### config.mk
export PLATFORM = sky130hd
export DESIGN_NAME = hazard_fwd_scoreboard
export DESIGN_NICKNAME = d
export VERILOG_FILES = /design/src/rtl/hazard_pkg.sv /design/src/rtl/fwd_port_mux.sv /design/src/rtl/hazard_fwd_scoreboard.sv
export SDC_FILE = /design/constraint.sdc
export NUM_CORES = 1
export LEC_CHECK = 0
export BUFFER_PORTS_ARGS = -buffer_cell sky130_fd_sc_hd__buf_2
export CELL_PAD_IN_SITES_DETAIL_PLACEMENT = 0
export CELL_PAD_IN_SITES_GLOBAL_PLACEMENT = 1
export CORE_MARGIN = 3
export CORE_UTILIZATION = 28
export CTS_CLUSTER_DIAMETER = 100
export DETAILED_ROUTE_END_ITERATION = 16
export GPL_TIMING_DRIVEN = 0
export PLACE_DENSITY = 0.72
export SYNTH_ARGS = -nofsm -noshare
export SYNTH_HDL_FRONTEND = slang
export SYNTH_SLANG_ARGS = --single-unit
### constraint.sdc
create_clock -name clk -period 4.1 [get_ports clk]
set_input_delay 0.41 -clock clk [delete_from_list [all_inputs] [get_ports clk]]
set_output_delay 0.41 -clock clk [all_outputs]
set_load 0.02 [all_outputs]
### src/rtl/hazard_pkg.sv
// Shared types and helpers for the operand forwarding / hazard unit.
package hazard_pkg;

  typedef enum logic [1:0] {
    FWD_RF,
    FWD_STG,
    FWD_LC
  } fwd_sel_e;

  localparam int unsigned STALL_CNT_W = 16;

  // Low bit of element idx inside a flat vector of width-sized elements.
  function automatic int unsigned slice_lo(input int unsigned idx, input int unsigned width);
    return idx * width;
  endfunction

endpackage

### src/rtl/fwd_port_mux.sv
// Operand resolution for one read port: pipeline bypass, long-op completion bypass or RF data.
module fwd_port_mux
  import hazard_pkg::*;
#(
  parameter int unsigned XLEN = 32,
  parameter int unsigned RAW  = 5,
  parameter int unsigned NFS  = 2
) (
  input  logic                  use_r,
  input  logic [RAW-1:0]        rs,
  input  logic [XLEN-1:0]       rf_data,
  input  logic [NFS-1:0]        st_rw,
  input  logic [NFS*RAW-1:0]    st_rd,
  input  logic [NFS-1:0]        st_ok,
  input  logic [NFS*XLEN-1:0]   st_data,
  input  logic [(1<<RAW)-1:0]   busy,
  input  logic                  lc_valid,
  input  logic [RAW-1:0]        lc_rd,
  input  logic [XLEN-1:0]       lc_data,
  output logic [XLEN-1:0]       data,
  output logic                  need_stall
);

  fwd_sel_e    sel;
  logic        hit;
  int unsigned hit_idx;

  // Youngest matching stage; stage 0 is searched first so it shadows older ones.
  always_comb begin
    hit     = 1'b0;
    hit_idx = 0;
    for (int unsigned k = 0; k < NFS; k++) begin
      if (!hit && st_rw[k] && (st_rd[slice_lo(k, RAW) +: RAW] == rs)) begin
        hit     = 1'b1;
        hit_idx = k;
      end
    end
  end

  // An unresolved younger match stalls even when an older stage holds a valid value.
  always_comb begin
    sel        = FWD_RF;
    need_stall = 1'b0;
    if (use_r && (rs != '0)) begin
      if (hit) begin
        if (st_ok[hit_idx]) sel = FWD_STG;
        else                need_stall = 1'b1;
      end else if (busy[rs]) begin
        if (lc_valid && (lc_rd == rs)) sel = FWD_LC;
        else                           need_stall = 1'b1;
      end
    end
  end

  always_comb begin
    data = rf_data;
    case (sel)
      FWD_STG: data = st_data[slice_lo(hit_idx, XLEN) +: XLEN];
      FWD_LC:  data = lc_data;
      default: data = rf_data;
    endcase
  end

endmodule

### src/rtl/hazard_fwd_scoreboard.sv
// Forwarding + hazard unit: per-port bypass muxes, long-op register scoreboard,
// RAW/WAW stall generation, stall statistics and a stall watchdog.
module hazard_fwd_scoreboard
  import hazard_pkg::*;
#(
  parameter int unsigned XLEN    = 32,
  parameter int unsigned RAW     = 5,
  parameter int unsigned NRP     = 3,
  parameter int unsigned NFS     = 2,
  parameter int unsigned TIMEOUT = 1024
) (
  input  logic                    clk,
  input  logic                    rst,
  input  logic [NRP-1:0]          use_r,
  input  logic [NRP*RAW-1:0]      rs,
  input  logic [NRP*XLEN-1:0]     rf_data,
  input  logic [NFS-1:0]          st_rw,
  input  logic [NFS*RAW-1:0]      st_rd,
  input  logic [NFS-1:0]          st_ok,
  input  logic [NFS*XLEN-1:0]     st_data,
  input  logic                    issue_valid,
  input  logic [RAW-1:0]          issue_rd,
  input  logic                    issue_long,
  input  logic                    lc_valid,
  input  logic [RAW-1:0]          lc_rd,
  input  logic [XLEN-1:0]         lc_data,
  output logic [NRP*XLEN-1:0]     fwd_data,
  output logic                    stall,
  output logic                    issue_fire,
  output logic [STALL_CNT_W-1:0]  stall_cnt,
  output logic                    hazard_timeout
);

  localparam int unsigned NREG  = 1 << RAW;
  localparam int unsigned RUN_W = $clog2(TIMEOUT + 1);

  logic [NREG-1:0]  busy;
  logic [NREG-1:0]  busy_nxt;
  logic [NRP-1:0]   port_stall;
  logic             waw;
  logic [RUN_W-1:0] run_cnt;

  for (genvar i = 0; i < NRP; i++) begin : g_port
    fwd_port_mux #(
      .XLEN (XLEN),
      .RAW  (RAW),
      .NFS  (NFS)
    ) u_mux (
      .use_r      (use_r[i]),
      .rs         (rs[slice_lo(i, RAW) +: RAW]),
      .rf_data    (rf_data[slice_lo(i, XLEN) +: XLEN]),
      .st_rw      (st_rw),
      .st_rd      (st_rd),
      .st_ok      (st_ok),
      .st_data    (st_data),
      .busy       (busy),
      .lc_valid   (lc_valid),
      .lc_rd      (lc_rd),
      .lc_data    (lc_data),
      .data       (fwd_data[slice_lo(i, XLEN) +: XLEN]),
      .need_stall (port_stall[i])
    );
  end

  // A completing long op releases its destination in time for a same-cycle rewrite.
  assign waw = (issue_rd != '0) && busy[issue_rd] && !(lc_valid && (lc_rd == issue_rd));

  assign stall      = issue_valid && ((|port_stall) || waw);
  assign issue_fire = issue_valid && !stall;

  // Clear first so a same-cycle set of the same index wins.
  always_comb begin
    busy_nxt = busy;
    if (lc_valid) busy_nxt[lc_rd] = 1'b0;
    if (issue_fire && issue_long && (issue_rd != '0)) busy_nxt[issue_rd] = 1'b1;
    busy_nxt[0] = 1'b0;
  end

  always_ff @(posedge clk) begin
    if (rst) begin
      busy           <= '0;
      stall_cnt      <= '0;
      run_cnt        <= '0;
      hazard_timeout <= 1'b0;
    end else begin
      busy <= busy_nxt;
      if (stall && (stall_cnt != '1)) stall_cnt <= stall_cnt + STALL_CNT_W'(1);
      if (!stall)                              run_cnt <= '0;
      else if (run_cnt != RUN_W'(TIMEOUT))     run_cnt <= run_cnt + RUN_W'(1);
      if (stall && (run_cnt == RUN_W'(TIMEOUT - 1))) hazard_timeout <= 1'b1;
    end
  end

endmodule

* Word-level counts from Yosys, hierarchy flattened
Index checks and enable logic that the tools add are counted.
Storage, ports and cells: register bits after elaboration 60, bits of input ports 239, output and inout port bits 115, logic and storage cells 143
Operators by class: add/subtract/negate cells 2, $lt $le $gt $ge 10, equality and inequality tests 19, shifts and indexed selects 3, multiplexer cells 62, bitwise gates (word level) 4, reductions and logical operators 38
Operator list (count):
- 32-bit case mux with 2 select lines | 3
- 64-bit by 7-bit indexed part select with 32-bit output | 3
- 32-bit 2-to-1 mux | 2
- 5-bit == test | 10
- 1-bit 2-to-1 mux | 39
- 32-bit AND | 1
- 32-bit NOT | 1
- 32-bit OR | 1
- 5-bit by 6-bit < comparator with 1-bit output, second input constant | 5
- 1-bit logical AND | 26
- 2-bit 2-to-1 mux | 12
- 1-bit binary-select mux with 5-bit select | 4
- 5-bit nonzero test | 4
- 16-bit by 1-bit adder with 16-bit output, second input constant | 1
- 16-bit != test, second input constant | 1
- 11-bit by 1-bit adder with 11-bit output, second input constant | 1
- 11-bit by 10-bit == test with 1-bit output, second input constant | 1
- 11-bit != test, second input constant | 1
- 1-bit demux with 5-bit select | 2
- 5-bit by 1-bit >= comparator with 1-bit output, second input constant | 2
- 2-bit by 1-bit == test with 1-bit output, second input constant | 3
- 2-bit == test, second input constant | 3
- 1-bit by 2-bit < comparator with 1-bit output, second input constant | 3
- 1-bit logical NOT | 5
- other kinds (4) | 4

* Logic depth before layout (Yosys ltp)
depth in word-level cells 20, gate-level depth with buffers 15, mapped depth without buffers 11

* Cells and area by module
A second synthesis with hierarchy kept.
Second synthesis, totals: cells, all modules 951, area, all modules 7581.0 sq um
Modules (own cells, without submodules):
- fwd_port_mux | times used 3, cells an instance 193, area an instance 1471.4 sq um, sequential area each 0.0 sq um
- hazard_fwd_scoreboard | times used 1, cells an instance 372, area an instance 3166.8 sq um, sequential area each 1181.1 sq um

* Least setup slack after synthesis
No wires, ideal clock.
kind input port to output port, start in rs[9], end out fwd_data[39], arrival time 3.428 ns, required time 3.690 ns, setup slack 0.262 ns, cell stages on the path 15, buffers on the path 5, path through clkbuf_1 xor2_1 nor4_1 nand3_1 or2_2 clkbuf_1 buf_2 inv_1 a22oi_1 or2_2 ha_1 clkbuf_1 clkbuf_1 a221oi_1 a21oi_1
Between the ends: word-level cells in the longest chain between the ends 14, elaborated cells on any way between the ends 26, those cells by class 5 x eq/ne; 1 x shift; 13 x mux; 7 x reduce/logical
RTL lines:
- start, declared | RTL line hazard_fwd_scoreboard.sv:15 | input logic [NRP*RAW-1:0] rs,
- 5-bit == test | RTL line fwd_port_mux.sv:33 | if (!hit && st_rw[k] && (st_rd[slice_lo(k, RAW) +: RAW] == rs)) begin
- 1-bit logical AND | RTL line fwd_port_mux.sv:33
- 1-bit 2-to-1 mux | RTL line fwd_port_mux.sv:33
- 1-bit logical NOT | RTL line fwd_port_mux.sv:33
- 1-bit logical AND (2 in a row) | RTL line fwd_port_mux.sv:33
- 1-bit 2-to-1 mux | RTL line fwd_port_mux.sv:33
- 1-bit 2-to-1 mux (implied by the code) (2 in a row) | RTL line fwd_port_mux.sv:46 | if (st_ok[hit_idx]) sel = FWD_STG;
- 1-bit 2-to-1 mux | RTL line fwd_port_mux.sv:46
- 2-bit 2-to-1 mux | RTL line fwd_port_mux.sv:45 | if (hit) begin
- 2-bit 2-to-1 mux | RTL line fwd_port_mux.sv:44 | if (use_r && (rs != '0)) begin
- 2-bit == test / 2-bit by 1-bit == test with 1-bit output (equally long branches) | RTL line fwd_port_mux.sv:57 | case (sel)
- 32-bit case mux with 2 select lines * | RTL line fwd_port_mux.sv:57
- end, declared | RTL line hazard_fwd_scoreboard.sv:27 | output logic [NRP*XLEN-1:0] fwd_data,
Every way passes the cells marked *; elsewhere a longest branch is shown, timed or not. The select of a mux whose other input is x is not followed.

* Final worst setup path
start reg busy[29], end out fwd_data[0]
Between the ends: word-level cells in the longest chain between the ends 7, elaborated cells on any way between the ends 8, those cells by class 2 x eq/ne; 6 x mux
RTL lines:
- start, declared | RTL line hazard_fwd_scoreboard.sv:37 | logic [NREG-1:0] busy;
- start signal, assigned | RTL line hazard_fwd_scoreboard.sv:86 | busy <= busy_nxt;
- 1-bit binary-select mux with 5-bit select * | RTL line fwd_port_mux.sv:48 | end else if (busy[rs]) begin
- 1-bit 2-to-1 mux (implied by the code) * | RTL line fwd_port_mux.sv:48
- 2-bit 2-to-1 mux * | RTL line fwd_port_mux.sv:48
- 2-bit 2-to-1 mux * | RTL line fwd_port_mux.sv:45
- 2-bit 2-to-1 mux * | RTL line fwd_port_mux.sv:44
- 2-bit == test / 2-bit by 1-bit == test with 1-bit output (equally long branches) | RTL line fwd_port_mux.sv:57
- 32-bit case mux with 2 select lines * | RTL line fwd_port_mux.sv:57
Marked as above.

==> results by stage <==
Min path:
- The worst hold path begins at issue_long.
- The worst hold-check path type is in2reg.

Synthesis:
- The net count after synthesis is between 1000 and 1500.
- The number of synthesis warnings is 0.
- The post-synthesis cell area is ~8000 um^2.
- The synthesized area per cell is 7.71 um^2.
- For this run, the leading register cell type out of synthesis is sky130_fd_sc_hd__dfxtp_1.
- The post-synthesis sequential area ratio is 0.148.
- Counting flops with a built-in enable in the synthesized netlist gives 0.
- The fraction of synthesis flops using an asynchronous set or reset pin is 0.
- By area the synthesized netlist is led by sky130_fd_sc_hd__dfxtp_1 (15%), sky130_fd_sc_hd__mux2_2 (15%), sky130_fd_sc_hd__a221oi_1 (11%).
- The flip-flop and latch count after synthesis is 59.
- Synthesis handed over a netlist of between 1000 and 1500 instances.
- Yosys mapped the design onto 68 distinct sky130hd cell types.
- Summed over all instances, the cell type with the most area after synthesis is sky130_fd_sc_hd__dfxtp_1.
- Of the post-synthesis cell area, the dominant cell type holds 0.148.

Placement:
- The detailed placer's ending HPWL is 33.1 mm.
- Port buffering added between 300 and 400 buffers.
- The final RePlAce weighted congestion is between 0.9 and 1.
- After detailed placement, the total cell area comes to 10100 um^2.

Global route:
- Entering global routing, the biggest net connects 12 pins.
- The total congestion overflow is 0.
- The global router's overall resource usage is 0.251.
- The first-pass GRT wire length is around 60 mm.
- The via count of the first global-routing pass is between 9000 and 10000.
- The number of antenna violations at the first check in global routing is 1.

Drt:
- The detailed-route wire length is about 41 mm.
- Using the TritonRoute via totals, the vias-per-cell ratio works out to 5.62.
- The detailed router finished its first iteration with just under 800 violations.
- For this block, the via count after detailed routing is slightly below 10000.
- The post-detailed-route count of antenna-violating nets is 0.
- The final routed wire length divided by cell count is 23.2 um.
- For this run, the detailed router's first-pass iteration total came to 5.
- The DRC violation count after routing is 0.

Clock network:
- CTS saw 59 sinks.
- The count of hold-fix buffers inserted at cts is 0.
- The clock reaches the later pin of the worst-skew pair after 0.33 ns.
- TritonCTS built the clock tree.
- The H-tree was split into 3 levels.
- The tree is rooted in a sky130_fd_sc_hd__clkbuf_16.
- The number of clock buffers added by TritonCTS is 9.
- The buffer depth of the longest clock path is 2.
- The clock edge transition at the registers on the reported setup and hold paths is around 0.06 ns.

Final layout:
- The sequential cell area is between 1000 and 1500 um^2.
- The layout net count is 1627.
- Fill cells in the final layout number ~3000.
- The multi-input logic area is between 6000 and 7000 um^2.
- The share of final-layout standard cells stronger than drive strength 1 is 0.415.
- The core occupancy in the finished layout is 0.384.
- Compared with the post-synthesis result, the final layout area differs by 34.6%.
- The cell area after layout is 10700 um^2.

Worst setup path:
- The signal arrival time at the worst endpoint is roughly 3.6 ns.
- The worst register-to-register path begins at busy[7].
- The kind of start point of the critical path is a register.
- STA classifies the critical path endpoint as an output port.
- Tracing the worst setup path back leads to its startpoint at busy[29].
- Of all nets on the critical path, the largest fanout is 10.
- The required time at the endpoint of the critical path is 3.69 ns.
- The type of the setup path with the least slack is reg2out.

Power:
- The total power per unit cell area is around 200 nW/um^2.
- IR analysis of the VDD net gives a maximum drop of roughly 160 uV.
- Summed over all cells, the static leakage comes to 0.00503 uW.
- The completed layout was analyzed and its total power is roughly 2100 uW.

Run status:
- The run finished with clean final reports.

STA:
- Of the available clock period, the critical path in the final layout requires 0.969.
- The number of failing setup endpoints in the final timing report is 0.
- Static timing analysis puts the maximum clock frequency at 252 MHz.
- In this run the tightest slew margin relative to its limit is 0.461.
- Summed over all failing endpoints, the final setup total negative slack is 0 ns.
- Setup repair after global routing left no endpoint under its margin.
- For the pin with the worst max-slew slack, the measured transition is 0.809 ns.
- The count of final hold-check violations is 0.
- The final critical path time including I/O delays and setup is between 3 and 4 ns.
- The number of max-slew violations in the final report is 0.
- Across the routed clock network, the largest skew measured is about 0.011 ns.

Flow run:
- The count of max-cap constraint violations is 0.

Floorplan:
- The floorplan step set the die height to ~170 um.
- The horizontal extent of the die is approximately 170 um.
- The initial utilization of the core area, before any placement, comes to 0.285.
- The number of cell rows is slightly above 60.
- The core box area is approximately 28000 um^2.
- The number of top-level pins is between 300 and 400.
- The die outline area is about 30000 um^2.
[registers in the layout (all words and copies together) (netlist names)]
| signal | flops |
|---|---|
| busy | 31 |
| stall_cnt | 16 |
| hazard_timeout | 1 |
| run_cnt | 11 |
[area by class of cell]
| type | instances | share of cell area |
|---|---|---|
| multi-input combinational | 764 | 0.571 |
| timing repair buffer | 339 | 0.159 |
| sequential | 59 | 0.110 |
| buffer | 94 | 0.0466 |
| tap | 378 | 0.0441 |
| inverter | 112 | 0.0392 |
| clock buffer | 10 | 0.0214 |
| clock inverter | 6 | 0.00829 |
| antenna | 2 | 0.000467 |
[per-layer routing]
| layer | track usage | share of wire | up-vias |
|---|---|---|---|
| li1 | - | - | 4569 |
| met1 | 0.340 | 0.43 | 4793 |
| met2 | 0.423 | 0.47 | 493 |
| met3 | 0.0335 | 0.074 | 63 |
| met4 | 0.0632 | 0.024 | 0 |
| met5 | 0 | 0 | - |
[report_power, final]
group	switching [uW]	leakage, uW	internal [uW]	total, uW
clock	284	0.000149	533	817
combinational	441	0.00440	299	740
sequential	6.85	0.000476	578	584
[cell usage after synthesis, types with 7 or more instances]
library cell,instances
sky130_fd_sc_hd__nor2b_1,19
sky130_fd_sc_hd__and3_1,18
sky130_fd_sc_hd__o21ai_1,9
sky130_fd_sc_hd__buf_1,7
sky130_fd_sc_hd__xor2_1,43
sky130_fd_sc_hd__mux2_2,104
sky130_fd_sc_hd__o21ai_0,15
sky130_fd_sc_hd__ha_1,9
sky130_fd_sc_hd__a21oi_1,111
sky130_fd_sc_hd__nor3b_1,11
sky130_fd_sc_hd__nand3b_1,7
sky130_fd_sc_hd__mux4_2,12
sky130_fd_sc_hd__buf_2,22
sky130_fd_sc_hd__clkbuf_1,59
sky130_fd_sc_hd__o31ai_1,17
sky130_fd_sc_hd__nand3_1,33
sky130_fd_sc_hd__nand2_1,37
sky130_fd_sc_hd__nor2_1,36
sky130_fd_sc_hd__dfxtp_1,59
sky130_fd_sc_hd__nor4_1,13
sky130_fd_sc_hd__mux2i_1,27
sky130_fd_sc_hd__inv_1,112
sky130_fd_sc_hd__nand2b_1,11
sky130_fd_sc_hd__o211ai_1,19
sky130_fd_sc_hd__xnor2_1,16
sky130_fd_sc_hd__a221oi_1,98
sky130_fd_sc_hd__nand4_1,8
sky130_fd_sc_hd__or3_1,9
[metrics by stage]
stage | hold WS (ns) | setup WS [ns] | cells
after floorplan | 0.466 | 0.262 | 1033
after global placement | 0.456 | -1.07 | 1748
after detailed placement | 0.479 | -1.08 | 1748
after CTS | 0.365 | 0.00982 | 1760
after global routing | 0.377 | 0.000208 | 1763
final | 0.376 | 0.128 | 1764
[logic make-up after synthesis]
family          share of synthesized area
compound gates                      0.276
buf+inv                             0.109
fa+ha+maj                          0.0141
xor+xnor                           0.0649
flops                               0.148
mux                                 0.222
simple gates                        0.165
[cells in the final DEF, fill, tap and decap left out, drive strengths merged, types with 12 or more instances in the layout]
cell,Yosys,routed
buf,39,381
inv,112,113
a21oi,111,111
mux2,109,109
a221oi,98,98
clkbuf,59,62
dfxtp,59,59
xor2,43,43
nand2,37,37
nor2,36,36
nand3,34,34
mux2i,27,27
o21ai,24,24
nor2b,19,19
o211ai,19,19
and3,18,18
o31ai,17,17
xnor2,16,16
nor4,14,14
mux4,12,12
[critical path, stage by stage, from the launching register on]
cell                       delay [ns]
sky130_fd_sc_hd__dfxtp_1         0.48
sky130_fd_sc_hd__mux2i_1         0.13
sky130_fd_sc_hd__a311oi_1        0.30
sky130_fd_sc_hd__a32oi_1         0.15
sky130_fd_sc_hd__a31oi_1         0.29
sky130_fd_sc_hd__nand2b_1        0.14
sky130_fd_sc_hd__inv_1           0.07
sky130_fd_sc_hd__ha_1            0.40
sky130_fd_sc_hd__clkbuf_1        0.54
sky130_fd_sc_hd__a221oi_1        0.19
sky130_fd_sc_hd__a21oi_1         0.29
sky130_fd_sc_hd__buf_2           0.24
[final timing paths]
check / to / slack [ns] / cells after the start
max: fwd_data[0] / 0.13 / 11
min: busy[4] / 0.38 / 2
max reg2reg: busy[29] / 1.27 / 9
min reg2reg: hazard_timeout / 0.48 / 1
[timing repair]
item,CTS,global route
resized for setup,55,26
pin swaps,0,3
setup buffers,0,2
setup endpoints to repair,95,68
cloned,0,0
Power figures use the tool's default switching activity.
